--- src/rtl/queue_pkg.sv ---
// Shared types and header-field constants for the queue read path.
// Used by queue_reader and its optional skid buffer.
package queue_pkg;

  localparam int QWIDTH   = 14;
  localparam int LEN_LSB  = 0;
  localparam int LEN_BITS = 4;

  typedef enum logic {
    HDR  = 1'b0,
    BODY = 1'b1
  } state_t;

  typedef struct packed {
    logic [QWIDTH-1:0] data;
    logic              first;
    logic              last;
  } qword_t;

endpackage

--- src/rtl/queue_reader_skid.sv ---
// Two-entry valid/ready skid buffer between the framing FSM and m_*.
// Slot 0 is always the head; o_occ is registered so the pop path has no m_ready dependency.
module queue_reader_skid
  import queue_pkg::*;
(
  input  logic       clk,
  input  logic       rst_n,
  input  logic       i_flush,
  input  logic       i_valid,
  input  qword_t     i_word,
  input  logic       i_ready,
  output logic       o_valid,
  output qword_t     o_word,
  output logic [1:0] o_occ
);

  qword_t     r_slot0;
  qword_t     r_slot1;
  logic [1:0] r_occ;
  logic       w_deq;
  logic [1:0] w_after;

  assign w_deq   = (r_occ != 2'd0) && i_ready;
  assign w_after = r_occ - {1'b0, w_deq};

  assign o_valid = (r_occ != 2'd0);
  assign o_word  = r_slot0;
  assign o_occ   = r_occ;

  // Dequeue from slot 0, shift slot 1 forward, write incoming word behind.
  always_ff @(posedge clk or negedge rst_n) begin
    if (!rst_n) begin
      r_occ   <= 2'd0;
      r_slot0 <= '0;
      r_slot1 <= '0;
    end else if (i_flush) begin
      r_occ <= 2'd0;
    end else begin
      r_occ <= w_after + {1'b0, i_valid};
      if (w_deq && (r_occ == 2'd2)) begin
        r_slot0 <= r_slot1;
      end
      if (i_valid) begin
        if (w_after == 2'd0) begin
          r_slot0 <= i_word;
        end else begin
          r_slot1 <= i_word;
        end
      end
    end
  end

endmodule

--- src/rtl/queue_reader.sv ---
// Pops a FWFT queue, frames header/length messages, streams them on m_*.
// Define QUEUE_READER_SKID_EN for a 2-entry skid buffer that decouples pop from m_ready.
module queue_reader #(
  parameter int WIDTH    = queue_pkg::QWIDTH,
  parameter int LEN_LSB  = queue_pkg::LEN_LSB,
  parameter int LEN_BITS = queue_pkg::LEN_BITS
) (
  input  logic             clk,
  input  logic             rst_n,
  input  logic [WIDTH-1:0] q_dout,
  input  logic             q_empty,
  output logic             q_rd_en,
  input  logic             flush,
  output logic [WIDTH-1:0] m_data,
  output logic             m_valid,
  input  logic             m_ready,
  output logic             m_first,
  output logic             m_last,
  output logic             busy
);

  import queue_pkg::*;

  state_t              r_state;
  state_t              w_nstate;
  logic [LEN_BITS-1:0] r_count;
  logic [LEN_BITS-1:0] w_ncount;
  logic [LEN_BITS-1:0] w_len;
  logic                w_pop;
  logic                w_room;
  qword_t              w_word;

  assign w_len   = q_dout[LEN_LSB +: LEN_BITS];
  assign w_pop   = rst_n && !q_empty && !flush && w_room;
  assign q_rd_en = w_pop;
  assign busy    = (r_state == BODY);

  // Framing state and remaining payload count.
  always_ff @(posedge clk or negedge rst_n) begin
    if (!rst_n) begin
      r_state <= HDR;
      r_count <= '0;
    end else begin
      r_state <= w_nstate;
      r_count <= w_ncount;
    end
  end

  // Next state/count and the first/last tags for the head entry.
  always_comb begin
    w_nstate     = r_state;
    w_ncount     = r_count;
    w_word.data  = q_dout;
    w_word.first = 1'b0;
    w_word.last  = 1'b0;
    unique case (r_state)
      HDR: begin
        w_word.first = 1'b1;
        w_word.last  = (w_len == '0);
        if (w_pop) begin
          w_ncount = w_len;
          w_nstate = (w_len == '0) ? HDR : BODY;
        end
      end
      BODY: begin
        w_word.last = (r_count == LEN_BITS'(1));
        if (w_pop) begin
          w_ncount = r_count - 1'b1;
          if (r_count == LEN_BITS'(1)) begin
            w_nstate = HDR;
          end
        end
      end
      default: begin
        w_nstate = HDR;
      end
    endcase
    if (flush) begin
      w_nstate = HDR;
      w_ncount = '0;
    end
  end

`ifdef QUEUE_READER_SKID_EN

  logic [1:0] w_occ;
  logic       w_skid_valid;
  qword_t     w_skid_word;

  assign w_room = (w_occ != 2'd2);

  queue_reader_skid u_skid (
    .clk     (clk),
    .rst_n   (rst_n),
    .i_flush (flush),
    .i_valid (w_pop),
    .i_word  (w_word),
    .i_ready (m_ready),
    .o_valid (w_skid_valid),
    .o_word  (w_skid_word),
    .o_occ   (w_occ)
  );

  assign m_valid = w_skid_valid;
  assign m_data  = w_skid_word.data;
  assign m_first = w_skid_word.first;
  assign m_last  = w_skid_word.last;

`else

  qword_t r_word;
  logic   r_valid;

  assign w_room  = !r_valid || m_ready;
  assign m_valid = r_valid;
  assign m_data  = r_word.data;
  assign m_first = r_word.first;
  assign m_last  = r_word.last;

  // Single output register: load on pop, drain on accept, drop on flush.
  always_ff @(posedge clk or negedge rst_n) begin
    if (!rst_n) begin
      r_valid <= 1'b0;
      r_word  <= '0;
    end else if (flush) begin
      r_valid <= 1'b0;
    end else if (w_pop) begin
      r_valid <= 1'b1;
      r_word  <= w_word;
    end else if (m_ready) begin
      r_valid <= 1'b0;
    end
  end

`endif

endmodule

--- config.mk ---
export PLATFORM = sky130hd
export DESIGN_NAME = queue_reader
export DESIGN_NICKNAME = d
export VERILOG_FILES = /design/src/rtl/queue_pkg.sv /design/src/rtl/queue_reader_skid.sv /design/src/rtl/queue_reader.sv
export SDC_FILE = /design/constraint.sdc
export NUM_CORES = 1
export LEC_CHECK = 0
export CAP_MARGIN = 25
export CORE_MARGIN = 2
export CORE_UTILIZATION = 39
export DETAILED_ROUTE_END_ITERATION = 12
export HOLD_SLACK_MARGIN = 0.1
export PLACE_DENSITY = 0.74
export SLEW_MARGIN = 20
export SYNTH_ARGS = -nofsm -noshare
export SYNTH_HDL_FRONTEND = slang
export SYNTH_SLANG_ARGS = --single-unit
--- constraint.sdc ---
create_clock -name clk -period 1.2 [get_ports clk]
set_input_delay 0.24 -clock clk [delete_from_list [all_inputs] [get_ports clk]]
set_output_delay 0.24 -clock clk [all_outputs]
set_load 0.01 [all_outputs]
==> impl_metrics.env <==
export IMPL_outcome="finished, violations left"
export IMPL_violations="setup timing"
export IMPL_core_area_um2=2520
export IMPL_min_period_ps=1450
export IMPL_period_share_pct=121
export IMPL_clk_path_buf_depth=2
export IMPL_setup_tns_final_ps=-3520
export IMPL_via_count=835
export IMPL_pwr_density_cell_nw_per_um2=1270
export IMPL_synth_area_um2=1060
export IMPL_required_ps=1400
export IMPL_relSlewSlack_pct=81.3
export IMPL_die_area_um2=3150
export IMPL_grt_antenna_before_repair=0
export IMPL_hpwl_um=1640
export IMPL_cp_arrival_ps=1660
export IMPL_dr_pass1_iters=4
export IMPL_hold_viol_final=0
export IMPL_min_path_type="primary input to async pin"
export IMPL_synth_edf_count=0
export IMPL_first_global_vias=829
export IMPL_multi_input_area_um2=523
export IMPL_htreeDepth=1
export IMPL_slew_viol_final=0
export IMPL_peakVddDrop_v=0.000803
export IMPL_gp_congestion=0.758
export IMPL_cp_max_fo=10
export IMPL_p_leak_nw=0.819
export IMPL_drc_errors=0
export IMPL_grtUsageTotal_pct=15.2
export IMPL_seq_area_um2=552
export IMPL_grt_pass1_wl_um=3890
export IMPL_area_delta_synth_final_pct=60.4
export IMPL_grt_max_degree=24
export IMPL_drt_wl_total_um=2550
export IMPL_rsz0062_at_grt="yes"
export IMPL_drive_above_1_share_pct=57.4
export IMPL_num_rows=18
export IMPL_yosys_warnings=0
export IMPL_insertedDiodeCount=0
export IMPL_die_h_um=56.2
export IMPL_yosys_register_bits=22
export IMPL_avgRoutedWirePerCell_um=14.9
export IMPL_drt_iter0_drc=16
export IMPL_power_share_clock_pct=26.1
export IMPL_tightest_slew_ps=281
export IMPL_critPathBufInv=2
export IMPL_slowest_delay_ps=410
export IMPL_ys_flop_type="dfrtp_1"
export IMPL_slowest_stage="dfrtp_1"
export IMPL_cts_clk_slew_worst_paths_ps=130
export IMPL_worstSetupStartpointType="flop"
export IMPL_synth_top_area_share_pct=51.9
export IMPL_synth_nets=95
export IMPL_cts_sinks=22
export IMPL_syn_avg_cell_area_um2=14.3
export IMPL_placed_cell_area_um2=1550
export IMPL_netSwitchingFraction_pct=25.2
export IMPL_cts_root_buf="clkbuf_4"
export IMPL_dieWidth_um=56.2
export IMPL_nets=163
export IMPL_synth_top_area_cell="dfrtp_1"
export IMPL_synthCells=74
export IMPL_cp_end_kind="flop"
export IMPL_port_buffers=37
export IMPL_path_class="flop to flop"
export IMPL_crit_chain="buf_6, nand2b_4, and3_4, buf_4, mux2_2"
export IMPL_start_util_pct=42.1
export IMPL_pre_cts_slack_ps=-663
export IMPL_io_pins=38
export IMPL_antenna_left=0
export IMPL_design_area_um2=1700
export IMPL_p_comb_share_pct=31.2
export IMPL_insertion_delay_ps=300
export IMPL_max_freq_mhz=689
export IMPL_async_reset_ff_share_pct=100
export IMPL_fin_ws_ps=-252
export IMPL_via_per_inst=4.88
export IMPL_max_cap_viol_count=0
export IMPL_cts_tree="built"
export IMPL_synth_cell_types=26
export IMPL_skew_ps=3.75
export IMPL_cp_top_family="flip-flops"
export IMPL_p_int_mw=1.62
export IMPL_yosysSeqAreaShare_pct=51.9
export IMPL_grt_overflow=0
export IMPL_cts_made_buffers=3
export IMPL_nFillCells=192
export IMPL_setup_violations_final=22
export IMPL_whs_ps=46.5
export IMPL_netlist_top_cells_area="dfrtp_1 (52%), mux2_4 (17%), a22o_1 (3.3%)"
export IMPL_p_seq_share_pct=42.7
export IMPL_p_sw_uw=546
==> routing by layer <==
metal / GRT usage (%) / routed length (um)
met1: 21.3 / 1140
met3: 2.33 / 173
met4: 5.44 / 46
met5: 0 / 0
met2: 23.9 / 1190
==> Yosys cell counts (2+ instances only) <==
| cell type | number |
|---|---|
| inv_1 | 4 |
| mux2_4 | 12 |
| dfrtp_1 | 22 |
| a22o_1 | 4 |
| a21oi_1 | 4 |
| buf_6 | 2 |
| mux2_2 | 3 |
| ha_1 | 2 |
| a31oi_1 | 2 |
| nor2_1 | 3 |
==> repair_timing <==
action | CTS | global route
endpoints found under the setup margin | 40 | 39
setup buffers | 11 | 6
hold endpoints to repair | 22 | 22
gates resized for setup | 59 | 20
pin swaps | 7 | 6
==> cells by family after synthesis <==
family,after synthesis,share of synthesized area [%]
compound gates,15,10.4
xor+xnor,1,0.826
fa+ha+maj,2,2.36
buf+inv,8,5.42
flops,22,51.9
mux,16,21.1
simple gates,10,8.02
==> sequential cells by signal (all words and copies together) (netlist names) <==
name and flops:
busy 1, m_data 14, m_first 1, m_last 1, m_valid 1, r_count 4
==> final timing paths <==
kind                                           to  slack (ps)                   start  depth (start not counted)
setup / recovery            m_data[1]$_DFFE_PN0P_        -250     m_valid$_DFFE_PN0P_                          5
hold / removal                m_valid$_DFFE_PN0P_          50                   rst_n                          2
setup reg to reg            m_data[1]$_DFFE_PN0P_        -250     m_valid$_DFFE_PN0P_                          5
hold reg to reg            m_data[13]$_DFFE_PN0P_         530  m_data[13]$_DFFE_PN0P_                          1
max in group asynchronous  r_count[0]$_DFFE_PN0P_         910                   rst_n                          2
min in group clk            m_data[3]$_DFFE_PN0P_         410               q_dout[3]                          3
==> power by group through the flow <==
stage,registers [mW],logic (mW),clock network (mW)
floorplan,0.989,0.228,0
global placement,0.933,0.631,0
detailed placement,0.940,0.637,0
CTS,0.921,0.677,0.573
global route,0.936,0.719,0.610
finish,0.923,0.676,0.565
==> per-stage QoR <==
| step | utilization, % | power [mW] | cells |
|---|---|---|---|
| after floorplan | - | 1.22 | 74 |
| after global placement | 61.3 | 1.56 | 152 |
| after detailed placement | 61.3 | 1.58 | 152 |
| final | 67.5 | 2.16 | 171 |
| after global routing | 67.5 | 2.26 | 171 |
| after CTS | 68.6 | 2.17 | 167 |
==> placed cells by master (no fill, tap or decap) <==
master,synthesis,final
buf_4,0,27
dfrtp_1,22,21
clkbuf_2,0,15
clkdlybuf4s50_1,0,13
mux2_4,12,12
dlygate4sd2_1,0,5
a22o_1,4,4
buf_6,2,4
mux2_2,3,3
nor2_1,3,3
a21oi_1,4,3
clkbuf_4,0,3
inv_2,0,2
inv_1,4,2
a31oi_1,2,2
ha_4,0,2
clkdlybuf4s15_1,0,2
nand2b_4,1,1
nor2b_4,1,1
and3_4,1,1
nor4bb_4,0,1
or4_4,1,1
a41oi_2,0,1
a211oi_2,0,1
a21oi_4,0,1
xnor2_1,1,1
or4_1,1,1
o31ai_1,1,1
mux2i_1,1,1
o21ba_4,0,1
a21oi_2,1,1
nand2b_1,1,1
bufinv_16,0,1
buf_2,1,1
dfrtp_2,0,1
==> worst register-to-register path, stage by stage (launching register included) <==
cell and delay [ps]:
dfrtp_1 410, buf_6 120, nand2b_4 50, and3_4 200
buf_4 210, mux2_2 350
==> area by class of cell <==
class                      count  share of cell area, %
clock buffer                   3                   1.32
clock inverter                 1                   1.76
inverter                       4                  0.882
multi-input combinational     44                   30.7
sequential                    22                   32.4
tap                           30                   2.21
timing repair buffer          67                   30.7
(Power assumes the default switching activity.)
==> RTL change, RTL diff (same settings) <==
Add a define of `QUEUE_READER_SKID_EN`.
--- a/src/rtl/queue_reader.sv
+++ b/src/rtl/queue_reader.sv
@@ -1,4 +1,6 @@
 // Pops a FWFT queue, frames header/length messages, streams them on m_*.
 // Define QUEUE_READER_SKID_EN for a 2-entry skid buffer that decouples pop from m_ready.
+`define QUEUE_READER_SKID_EN
+
 module queue_reader #(
   parameter int WIDTH    = queue_pkg::QWIDTH,
Formal check against the unedited RTL: not equivalent (a bounded check fails within 4 cycles, from zero or initial values and one cycle with rst_n low).
==> RTL change against the unedited design <==
Setup slack worse by 0.53 ns; global-route usage is 4.5 points higher; area after synthesis is 83% higher; power grew to 2.8 times the old value; highest routed layer unchanged; sequential cell count is 17 higher; first-iteration DRC count grew to 3.4 times the old value; routed wire length is 94% higher; the run still ends with negative setup slack left; count of clock-buffer cells in the layout is 2 higher; final area is 71% higher; worst hold slack better by 0.081 ns.
==> RTL change: results <==
metrics = {
    "logic_synthesis": {
        "synth_commonest_cells": "dfrtp_1, a221o_1, and2_1, inv_1, mux2_4",
        "synthesis.nets": 180,
        "netlist_top_cells_area": "dfrtp_1, mux2_4, a221o_1",
        "seq_area_frac_synth_pct": 50.3,
        "synth_cell_type_count": 47,
    },
    "outcome": {
        "violations": "negative setup slack",
        "status": "finished with violations",
    },
    "global_route": {
        "grt_start_max_net_pins": 36,
        "grt_pass1_vias": 1663,
        "track_usage_pct": 19.7,
        "grt_pass1_wl_um": 8160,
    },
    "timing": {
        "skew_ns": 0.00171,
        "tns_ns": -26.88,
        "worst_slew_pin_slew_ns": 0.439,
        "setup_viol": 41,
        "setup_ws_ns": -0.787,
    },
    "pwr": {
        "p_leak_nw": 1.36,
        "vdd_drop_max_v": 0.000983,
    },
    "critical_path": {
        "r2r-end": "u_skid.r_slot1[8]",
        "critPathMaxFanout": 8,
        "reg2regPathDepth": 7,
        "reg2reg_from": "u_skid.o_occ[1]",
    },
    "placement": {
        "pre_cts_ws_ns": -0.908,
        "dpl_cell_area_sq_um": 2600,
        "place_congestion": 0.873,
        "dp_hpwl_um": 3150,
        "port_buffers": 37,
    },
    "detailed_routing": {
        "drt_wl_total_um": 4940,
        "drt_iter0_drc": 55,
        "vias": 1556,
    },
    "finish": {
        "fin_nets": 257,
        "drive_gt1_share_pct": 46.4,
    },
    "clock_tree": {
        "clk_pin_slew_ns": 0.08,
        "cts-htree-levels": 2,
        "cts_buffers": 5,
        "cts_root_buffer": "clkbuf_8",
    },
}
==> RTL change: power by group <==
part           switching [mW]  internal, mW
clock                   0.503         0.619
sequential              0.313          1.87
combinational            1.18          1.66
total                    2.00          4.15
==> RTL change: worst max-delay path by stage <==
| stage | slack, ns | endpoint | cells past startpoint | startpoint |
|---|---|---|---|---|
| 6_report | -0.79 | u_skid.r_slot1[8] | 7 | u_skid.o_occ[1] |
| 5_1_grt | -0.82 | u_skid.r_slot1[10] | 7 | u_skid.o_occ[1] |
| 4_1_cts | -0.78 | u_skid.r_slot1[3] | 7 | u_skid.o_occ[1] |
| 3_5_place_dp | -0.91 | u_skid.r_slot1[6] | 6 | m_ready |
| 3_3_place_gp | -0.89 | u_skid.r_slot1[7] | 6 | m_ready |
| 2_1_floorplan | -0.87 | u_skid.r_slot1[0] | 7 | u_skid.o_occ[1] |
==> RTL change: area by class of cell <==
class                      instances  area (sq um)
multi-input combinational        101          1050
timing repair buffer              78           654
clock inverter                     3          43.8
fill                             373          1840
tap                               67          83.8
inverter                           9          33.8
clock buffer                       5          68.8
sequential                        39           977
==> RTL change: through the flow <==
step | power [mW] | cells | hold WS (ns)
after detailed placement | 4.72 | 283 | 0.208
after CTS | 6.05 | 299 | 0.468
final | 6.14 | 302 | 0.127
after floorplan | 3.54 | 157 | -0.0556
after global placement | 4.66 | 283 | 0.208
after global routing | 6.54 | 302 | 0.156
==> RTL change: cells by family after synthesis <==
group | Yosys count | share of synthesized area, %
AO/OA/AOI/OAI | 38 | 15.7
XOR/XNOR | 2 | 0.903
adder cells (fa/ha/maj) | 4 | 2.58
buffers and inverters | 17 | 4.51
flip-flops | 39 | 50.3
multiplexers | 15 | 10.4
AND/OR/NAND/NOR | 42 | 15.5
==> RTL change: routing by layer <==
| layer | up-vias | routed length (um) | track usage [%] |
|---|---|---|---|
| met5 | - | 0 | 0 |
| met4 | 0 | 93 | 6.94 |
| met3 | 10 | 155 | 4.47 |
| met2 | 32 | 2480 | 31.0 |
| met1 | 781 | 2220 | 26.9 |
| li1 | 733 | - | - |
==> RTL change: worst max-delay path, cell delays in order (launching register included) <==
cell	delay (ns)
dfrtp_2	0.41
or2_4	0.22
and2_4	0.14
ha_4	0.25
or2b_4	0.29
nand3_4	0.11
buf_12	0.15
mux2_4	0.30
==> RTL change: repair_timing <==
| action | in CTS | in global routing |
|---|---|---|
| pin swaps | 5 | 6 |
| hold buffers | 1 | 0 |
| endpoints found under the hold margin | 39 | 0 |
| setup buffers | 7 | 4 |
| setup endpoints to repair | 58 | 56 |
| gates resized for setup | 60 | 31 |
